[config.mk]
export PLATFORM = sky130hd
export DESIGN_NAME = pc_sequencer
export DESIGN_NICKNAME = d
export VERILOG_FILES = /design/src/rtl/pc_sequencer_pkg.sv /design/src/rtl/branch_lut.sv /design/src/rtl/pc_sequencer.sv
export SDC_FILE = /design/constraint.sdc
export NUM_CORES = 1
export LEC_CHECK = 0
export ABC_CLOCK_PERIOD_IN_PS = 5000
export CAP_MARGIN = 20
export CORE_UTILIZATION = 59
export CTS_BUF_LIST = sky130_fd_sc_hd__clkbuf_8
export CTS_CLUSTER_SIZE = 8
export DETAILED_ROUTE_END_ITERATION = 10
export GPL_TIMING_DRIVEN = 0
export PLACE_DENSITY = 0.94
export SETUP_SLACK_MARGIN = 0.1
export SLEW_MARGIN = 0
export SYNTH_ARGS = -nofsm -noshare
export SYNTH_HDL_FRONTEND = slang
export SYNTH_SLANG_ARGS = --single-unit
export TNS_END_PERCENT = 5
[constraint.sdc]
create_clock -name clk -period 5 [get_ports clk]
set_input_delay 1 -clock clk [delete_from_list [all_inputs] [get_ports clk]]
set_output_delay 1 -clock clk [all_outputs]
set_load 0.005 [all_outputs]
[src/rtl/pc_sequencer_pkg.sv]
// Shared types and constants for the program-counter sequencer.
package pc_sequencer_pkg;

    localparam int unsigned PC_W_DEF  = 10;
    localparam int unsigned LUT_W_DEF = 5;
    localparam int unsigned CNT_W_DEF = 16;
    localparam int unsigned LUT_DEPTH = 1 << LUT_W_DEF;

    typedef enum logic [1:0] {
        ST_IDLE = 2'd0,
        ST_ARM  = 2'd1,
        ST_RUN  = 2'd2,
        ST_DONE = 2'd3
    } seq_state_e;

    // Branch-target table; regenerated by the assembler flow.
    localparam logic [PC_W_DEF-1:0] BRANCH_TABLE [LUT_DEPTH] = '{
        10'h004, 10'h03E, 10'h100, 10'h020, 10'h080, 10'h0C0, 10'h200, 10'h3FC,
        10'h010, 10'h018, 10'h028, 10'h030, 10'h038, 10'h048, 10'h050, 10'h058,
        10'h060, 10'h068, 10'h070, 10'h078, 10'h088, 10'h090, 10'h098, 10'h0A0,
        10'h0A8, 10'h0B0, 10'h0B8, 10'h0C8, 10'h0D0, 10'h0D8, 10'h0E0, 10'h0E8
    };

endpackage

[src/rtl/branch_lut.sv]
// Combinational ROM mapping a branch-target index to an instruction address.
module branch_lut
    import pc_sequencer_pkg::*;
#(
    parameter int unsigned PC_W  = PC_W_DEF,
    parameter int unsigned LUT_W = LUT_W_DEF
) (
    input  logic [LUT_W-1:0] target_idx,
    output logic [PC_W-1:0]  target_c
);

    // Table read, resized to the program-counter width.
    always_comb begin
        target_c = PC_W'(BRANCH_TABLE[target_idx]);
    end

endmodule

[src/rtl/pc_sequencer.sv]
// Execution controller: start/done handshake, PC selection and write gating.
module pc_sequencer
    import pc_sequencer_pkg::*;
#(
    parameter int unsigned PC_W  = PC_W_DEF,
    parameter int unsigned LUT_W = LUT_W_DEF,
    parameter int unsigned CNT_W = CNT_W_DEF
) (
    input  logic             clk,
    input  logic             reset_n,
    input  logic             start,
    input  logic             branch,
    input  logic             br_cond,
    input  logic             halt,
    input  logic [LUT_W-1:0] target_idx,
    output logic [PC_W-1:0]  pc,
    output logic             exec_en,
    output logic             done,
    output logic             overrun,
    output logic [CNT_W-1:0] cycle_count
);

    localparam logic [PC_W-1:0]  PC_LAST = '1;
    localparam logic [CNT_W-1:0] CNT_MAX = '1;

    seq_state_e       state_q;
    seq_state_e       state_nxt;
    logic [PC_W-1:0]  pc_nxt;
    logic [CNT_W-1:0] cnt_nxt;
    logic             ovr_nxt;
    logic [PC_W-1:0]  lut_target_c;

    branch_lut #(
        .PC_W  (PC_W),
        .LUT_W (LUT_W)
    ) u_branch_lut (
        .target_idx (target_idx),
        .target_c   (lut_target_c)
    );

    // State, PC, counter and flag registers with synchronous active-low reset.
    always_ff @(posedge clk) begin
        if (!reset_n) begin
            state_q     <= ST_IDLE;
            pc          <= '0;
            cycle_count <= '0;
            overrun     <= 1'b0;
            exec_en     <= 1'b0;
            done        <= 1'b0;
        end else begin
            state_q     <= state_nxt;
            pc          <= pc_nxt;
            cycle_count <= cnt_nxt;
            overrun     <= ovr_nxt;
            exec_en     <= (state_nxt == ST_RUN);
            done        <= (state_nxt == ST_DONE);
        end
    end

    // Next-state, next-PC, counter and overrun selection.
    always_comb begin
        state_nxt = state_q;
        pc_nxt    = pc;
        cnt_nxt   = cycle_count;
        ovr_nxt   = overrun;

        case (state_q)
            ST_IDLE: begin
                pc_nxt = '0;
                if (start) begin
                    state_nxt = ST_ARM;
                    cnt_nxt   = '0;
                    ovr_nxt   = 1'b0;
                end
            end

            ST_ARM: begin
                pc_nxt  = '0;
                cnt_nxt = '0;
                ovr_nxt = 1'b0;
                if (!start) begin
                    state_nxt = ST_RUN;
                end
            end

            ST_RUN: begin
                // The executing cycle always counts, including the halt cycle.
                cnt_nxt = (cycle_count == CNT_MAX) ? cycle_count : cycle_count + CNT_W'(1);
                if (start) begin
                    state_nxt = ST_ARM;
                    pc_nxt    = '0;
                    cnt_nxt   = '0;
                    ovr_nxt   = 1'b0;
                end else if (halt) begin
                    state_nxt = ST_DONE;
                end else if (branch && br_cond) begin
                    pc_nxt = lut_target_c;
                end else if (pc == PC_LAST) begin
                    // Falling off the end of memory stops rather than wrapping.
                    state_nxt = ST_DONE;
                    ovr_nxt   = 1'b1;
                end else begin
                    pc_nxt = pc + PC_W'(1);
                end
            end

            ST_DONE: begin
                if (start) begin
                    state_nxt = ST_ARM;
                    pc_nxt    = '0;
                    cnt_nxt   = '0;
                    ovr_nxt   = 1'b0;
                end
            end

            default: begin
                state_nxt = ST_IDLE;
                pc_nxt    = '0;
            end
        endcase
    end

endmodule

==> results.py, run 1 <==
metrics = {
    "place": {
        "dpl_cell_area_sq_um": 2640,
        "gp_congestion": 0.929,
        "dp_cells": 358,
        "hpwl_mm": 3.86,
        "placement.io_buffers": 39,
    },
    "yosys": {
        "syn_nets": 298,
        "syn_inst": 273,
        "avgSynthCellArea_sq_um": 8.03,
        "synth-seq-cells": 31,
        "synth_ff_type": "dfxtp_1",
        "synthArstFlopShare_pct": 0,
        "synth_warnings": 0,
        "yosysSeqAreaShare_pct": 28.3,
        "synth_edf_count": 0,
        "synth_cell_types": 60,
        "netlist_area_sq_um": 2190,
    },
    "global_routing": {
        "use_met1_pct": 36.7,
        "use_met2_pct": 46.1,
        "grt_pass1_vias": 2047,
        "grt_antenna_before_repair": 0,
        "grt_max_degree": 11,
        "grt_pass1_wl_mm": 9.03,
        "grt_busiest_layer": "met2",
        "overflow": 0,
        "grt_usage_pct": 28.6,
        "grtUsageMet3_pct": 6.20,
    },
    "setup_path": {
        "worst_path_most_repeated_cell": "a211oi_1",
        "setup.worst_path.class": "in2reg",
        "path_delay_family": "buffers and inverters",
        "cp-end-kind": "flip-flop",
        "worstPathArrival_ns": 3.29,
        "path_cells": "clkdlybuf4s50_1 > inv_1 > ha_1 > mux4_2 > a211oi_1 > a211oi_1 > a31o_1",
        "cp_slowest_cell": "clkdlybuf4s50_1",
        "max_stage_delay_ns": 0.63,
        "startpoint_type": "primary input",
        "rrSetupSlack_ns": 2.88,
        "required_ns": 5.18,
        "crit_buf_inv": 2,
        "cp_max_fo": 9,
    },
    "layout": {
        "final_layout_size_suffix_gt1_share_pct": 9.69,
        "stdcell_count": 366,
        "post-route-util_pct": 79.1,
        "synthToLayoutAreaGrowth_pct": 24.1,
        "fillCellCount": 253,
        "nets": 344,
        "stdcell_area_sq_um": 2720,
        "diodes": 0,
    },
    "detailed_routing": {
        "ant_nets": 0,
        "wl_mm": 5.34,
        "vias": 2228,
        "routedWlPerCell_um": 14.6,
        "drtPass1Iterations": 5,
        "drcViolationCount": 0,
        "drt_iter0_drc": 209,
        "via_per_inst": 6.09,
    },
    "sta": {
        "fin_tns_setup_ns": 0,
        "finalSetupViolCount": 0,
        "slew-limit-headroom_pct": 68.7,
        "period_share_pct": 62.2,
        "final_hold_viol_count": 0,
        "min_period_ns": 3.11,
        "tightestPinTransition_ns": 0.467,
        "rsz0062_at_grt": "no",
        "fin_worst_skew_ns": 0.00477,
        "finalMaxSlewViolations": 0,
        "fmax_mhz": 322,
    },
    "min_path": {
        "hold_class": "reg2reg",
    },
    "power_and_ir_drop": {
        "power_uw": 533,
        "p_leak_nw": 0.984,
        "power.switching_uw": 149,
        "p_seq_share_pct": 47.9,
        "p_sw_share_pct": 28.0,
        "power.density_nw_per_um2": 196,
        "p_clk_share_pct": 34.8,
        "internal-power_uw": 384,
        "worst_ir_drop_vdd_uv": 185,
        "combPwrFrac_pct": 17.3,
    },
    "die": {
        "fp.coreArea_sq_um": 3440,
        "fp.dieArea_sq_um": 3970,
        "die_h_um": 63.0,
        "num_rows": 21,
        "initial_core_util_pct": 63.7,
        "die_w_um": 63.0,
        "pin_count": 40,
    },
    "cts": {
        "postCtsSetupRepairBufs": 0,
        "cts-root-buf": "clkbuf_8",
        "clk_latency_ns": 0.28,
        "htree_levels": 2,
        "cts_sinks": 31,
        "ctsHoldBuffers": 0,
        "cts_resized": 0,
        "cts_buffers": 5,
        "cts_tree": "done",
        "clock_path_buffers": 2,
        "path_clk_slew_ns": 0.07,
    },
    "status": {
        "status": "finished clean",
    },
    "job": {
        "maxCapViolCount": 0,
    },
}
-- cell type report --
| cell class | instances | area (sq um) | share of cell area [%] |
|---|---|---|---|
| Clock buffer | 5 | 68.8 | 2.53 |
| Timing Repair Buffer | 39 | 390 | 14.3 |
| Tap cell | 46 | 57.6 | 2.11 |
| Inverter | 16 | 60.1 | 2.21 |
| Buffer | 10 | 60.1 | 2.21 |
| Sequential cell | 31 | 621 | 22.8 |
| Clock inverter | 3 | 12.5 | 0.460 |
| Multi-Input combinational cell | 216 | 1450 | 53.4 |
-- registers in the layout, summed over array words and instances, names as in the netlist --
signal / count
pc: 10
exec_en: 1
done: 1
overrun: 1
cycle_count: 16
state_q: 2
-- synthesized netlist by cell type, types with 2 or more instances --
cell       count  area [sq um]
a32oi_1        2          17.5
nor4_1         4          25.0
dfxtp_1       31           621
o21ai_0        5          25.0
o21bai_1       4          30.0
a211oi_1       5          37.5
nor2_1        33           124
o22ai_1        3          18.8
xor2_1         2          17.5
and3_4         2          22.5
and3_1         3          18.8
and2_1         5          31.3
or3_1          4          25.0
mux4_2         2          45.0
buf_6          2          22.5
a21oi_2        4          35.0
buf_2          3          15.0
nand2b_1       4          25.0
o221ai_1       3          26.3
nand2_1       25          93.8
clkbuf_1       4          15.0
a311oi_1       2          17.5
nor3_1         7          35.0
xnor2_1        7          61.3
nor2b_1        2          12.5
mux2i_1        2          20.0
ha_1          14           175
and4_1         2          17.5
inv_1         16          60.1
nand3_1       12          60.1
o21ai_1        4          20.0
o211ai_1       2          15.0
nand4_1        6          37.5
a21o_1         2          15.0
o2bb2ai_1      2          17.5
a21oi_1       19          95.1
-- metrics by stage --
stage          hold slack [ns]  setup WS [ns]
6_report                 0.512           1.89
5_1_grt                  0.525           1.83
2_1_floorplan            0.460           2.58
4_1_cts                  0.506           1.92
3_5_place_dp             0.488           1.63
3_3_place_gp             0.469           1.67
-- cell usage in the layout (no fill, tap or decap), drive strengths merged, types with 2 or more instances in the layout --
master         synthesis  final
a211oi                 5      5
a21o                   2      2
a21oi                 23     23
a311oi                 2      2
a32oi                  2      2
a41oi                  2      2
and2                   5      5
and3                   5      5
and4                   2      2
buf                    6      6
clkbuf                 4      9
clkdlybuf4s50          0     39
dfxtp                 31     31
ha                    14     14
inv                   16     18
mux2i                  2      2
mux4                   2      2
nand2                 25     25
nand2b                 4      4
nand3                 12     12
nand4                  7      7
nor2                  34     34
nor2b                  2      2
nor3                   8      8
nor4                   6      6
o211ai                 2      2
o21ai                  9      9
o21bai                 4      4
o221ai                 3      3
o22ai                  3      3
o2bb2ai                2      2
o31ai                  2      2
or3                    5      5
xnor2                  7      7
xor2                   2      2
-- cell families (layout without fill, tap and decap cells) --
logic type      Yosys count  after routing  share of synthesized area [%]
flops                    31             31                           28.3
mux                       5              5                           3.48
xor+xnor                  9              9                           3.59
fa+ha+maj                14             14                           7.99
compound gates           69             69                           22.5
simple gates            119            119                           28.7
buf+inv                  26             73                           5.48
-- worst min-delay path, stage by stage, from the launching register on --
cell,delay (ns)
dfxtp_1,0.35
a21oi_1,0.05
nor2_1,0.08
-- power by group through the flow --
stage               registers [mW]  logic [mW]  clock network [mW]
floorplan                    0.260      0.0606                   0
detailed placement           0.260      0.0907                   0
CTS                          0.255      0.0916               0.186
finish                       0.255      0.0924               0.185
global route                 0.255       0.102               0.200
global placement             0.260      0.0883                   0
-- worst paths after layout --
| check | start | depth (start not counted) | to |
|---|---|---|---|
| max | target_idx[1] | 7 | pc[3] |
| min reg2reg | overrun | 2 | overrun |
| min | overrun | 2 | overrun |
| max reg2reg | pc[0] | 6 | pc[2] |
-- layer usage --
metal	part of all wire [%]	vias to the layer above
met2	48	101
met3	6.9	14
li1	-	1080
met5	0	-
met4	1.9	0
met1	43	1033
(Power assumes the default switching activity.)
==> inputs of run 2 (changes only) <==
- ABC_CLOCK_PERIOD_IN_PS: 5000 -> 3050
- CORE_UTILIZATION: 59 -> 54
- PLACE_DENSITY: 0.94 -> 0.88
- clock period: 5 -> 3.05 ns (I/O delays scaled with it)
==> run 2 against run 1 <==
  * Clock skew is 0.0050 ns higher
  * Critical path depth stayed put
  * Setup slack worse by 1.5 ns
  * Via count is 0.36% lower
  * Utilization is 5.9 points lower
  * Critical path type unchanged
  * Count of clock-buffer cells in the layout is 1 higher
==> results.py, run 2 (synthesized netlist as in run 1, its figures left out) <==
metrics = {
    "status": {
        "status": "finished clean",
    },
    "global_routing": {
        "grt_pass1_vias": 1962,
        "overflow": 0,
        "grt_max_degree": 11,
        "grt_pass1_wl_mm": 8.82,
        "grt_antenna_before_repair": 0,
        "grt_usage_pct": 26.5,
    },
    "cts": {
        "htree_levels": 2,
        "cts_tree": "done",
        "path_clk_slew_ns": 0.07,
        "clk_latency_ns": 0.29,
        "postCtsSetupRepairBufs": 0,
        "cts-root-buf": "clkbuf_8",
        "cts_buffers": 5,
        "cts_sinks": 31,
        "cts_resized": 0,
        "clock_path_buffers": 2,
        "ctsHoldBuffers": 0,
    },
    "setup_path": {
        "cp.depth": 7,
        "worst_path_most_repeated_cell": "a211oi_1",
        "path_delay_family": "buffers and inverters",
        "cp-end-kind": "flip-flop",
        "path_cells": "clkdlybuf4s50_1 > inv_1 > ha_1 > mux4_2 > a211oi_1 > a211oi_1 > a31o_1",
        "required_ns": 3.23,
        "max_stage_delay_ns": 0.65,
        "setup.worst_path.class": "in2reg",
        "rr_worst_depth": 6,
        "cp_slowest_cell": "clkdlybuf4s50_1",
        "startpoint_type": "primary input",
        "crit_buf_inv": 2,
        "worstPathArrival_ns": 2.88,
        "cp_max_fo": 9,
    },
    "die": {
        "num_rows": 22,
        "pin_count": 40,
        "fp.coreArea_sq_um": 3770,
        "die_h_um": 65.7,
        "initial_core_util_pct": 58.2,
        "fp.dieArea_sq_um": 4320,
        "die_w_um": 65.7,
    },
    "place": {
        "placement.io_buffers": 39,
        "gp_congestion": 0.882,
        "hpwl_mm": 3.94,
        "dpl_cell_area_sq_um": 2640,
    },
    "sta": {
        "slew-limit-headroom_pct": 69.9,
        "fmax_mhz": 370,
        "tightestPinTransition_ns": 0.448,
        "final_hold_viol_count": 0,
        "min_period_ns": 2.70,
        "rsz0062_at_grt": "no",
        "finalMaxSlewViolations": 0,
        "finalSetupViolCount": 0,
        "period_share_pct": 88.5,
        "hold-worst-slack_ns": 0.476,
        "fin_tns_setup_ns": 0,
        "fin_worst_skew_ns": 0.00977,
    },
    "layout": {
        "largestRegisters": "cycle_count: 16 flops, pc: 10 flops, state_q: 2 flops",
        "diodes": 0,
        "mostFrequentLayoutCells": "clkdlybuf4s50_1, nor2_1, dfxtp_1",
        "post-route-util_pct": 73.2,
        "final_common_cell": "clkdlybuf4s50_1",
        "synthToLayoutAreaGrowth_pct": 25.9,
        "largest_reg_flops": 16,
        "fillCellCount": 290,
        "regArea_sq_um": 621,
        "stdcell_area_sq_um": 2760,
        "final_layout_size_suffix_gt1_share_pct": 10.3,
        "regMostFlops": "cycle_count",
        "multiInputGateArea_sq_um": 1450,
        "nets": 344,
    },
    "detailed_routing": {
        "drtPass1Iterations": 5,
        "vias": 2220,
        "routedWlPerCell_um": 14.7,
        "wl_mm": 5.41,
        "ant_nets": 0,
        "drt_iter0_drc": 238,
        "via_per_inst": 6.03,
        "drcViolationCount": 0,
    },
    "job": {
        "maxCapViolCount": 0,
    },
    "power_and_ir_drop": {
        "worst_ir_drop_vdd_uv": 373,
        "p_leak_nw": 0.994,
        "power.density_nw_per_um2": 362,
    },
    "min_path": {
        "whs_path_depth": 2,
        "hold_class": "reg2reg",
    },
}
run 2: power by group:
group / leakage (nW) / internal [mW] / switching, mW
Clock: 0.0612 / 0.264 / 0.164
Combinational: 0.683 / 0.0651 / 0.0885
Sequential: 0.250 / 0.411 / 0.00715
Total: 0.994 / 0.740 / 0.259
run 2: path summary, 6_finish.rpt:
| kind | startpoint | to | slack, ns |
|---|---|---|---|
| worst min register to register | overrun | overrun | 0.48 |
| worst max register to register | pc[0] | pc[2] | 0.93 |
| worst min-delay path | overrun | overrun | 0.48 |
| worst max-delay path | target_idx[1] | pc[3] | 0.35 |
run 2: through the flow:
| step | setup WS (ns) | std cells | total power, mW |
|---|---|---|---|
| floorplan | 1.02 | 273 | 0.525 |
| global placement | 0.126 | 360 | 0.572 |
| detailed placement | 0.0835 | 360 | 0.578 |
| CTS | 0.378 | 368 | 1.00 |
| global route | 0.289 | 368 | 1.04 |
| finish | 0.350 | 368 | 0.999 |
run 2: final cells by class:
cell class                      instances  share of cell area, %
Multi-Input combinational cell        216                   52.6
Sequential cell                        31                   22.5
Timing Repair Buffer                   39                   14.1
Clock buffer                            6                   2.99
Buffer                                 10                   2.17
Inverter                               16                   2.17
Tap cell                               48                   2.17
Clock inverter                          2                   1.27
run 2: worst min-delay path, stage by stage, from the launching register on:
cell	delay (ns)
dfxtp_1	0.33
a21oi_1	0.04
nor2_1	0.07
run 2: metal layers:
layer | share of wire [%] | routed length (um) | global-route usage [%] | vias to the layer above
li1 | - | - | - | 1089
met2 | 49 | 2670 | 45.4 | 89
met4 | 1.1 | 60 | 9.51 | 0
met1 | 44 | 2350 | 32.3 | 1033
met3 | 6.0 | 324 | 5.21 | 9
met5 | 0 | 0 | 0 | -
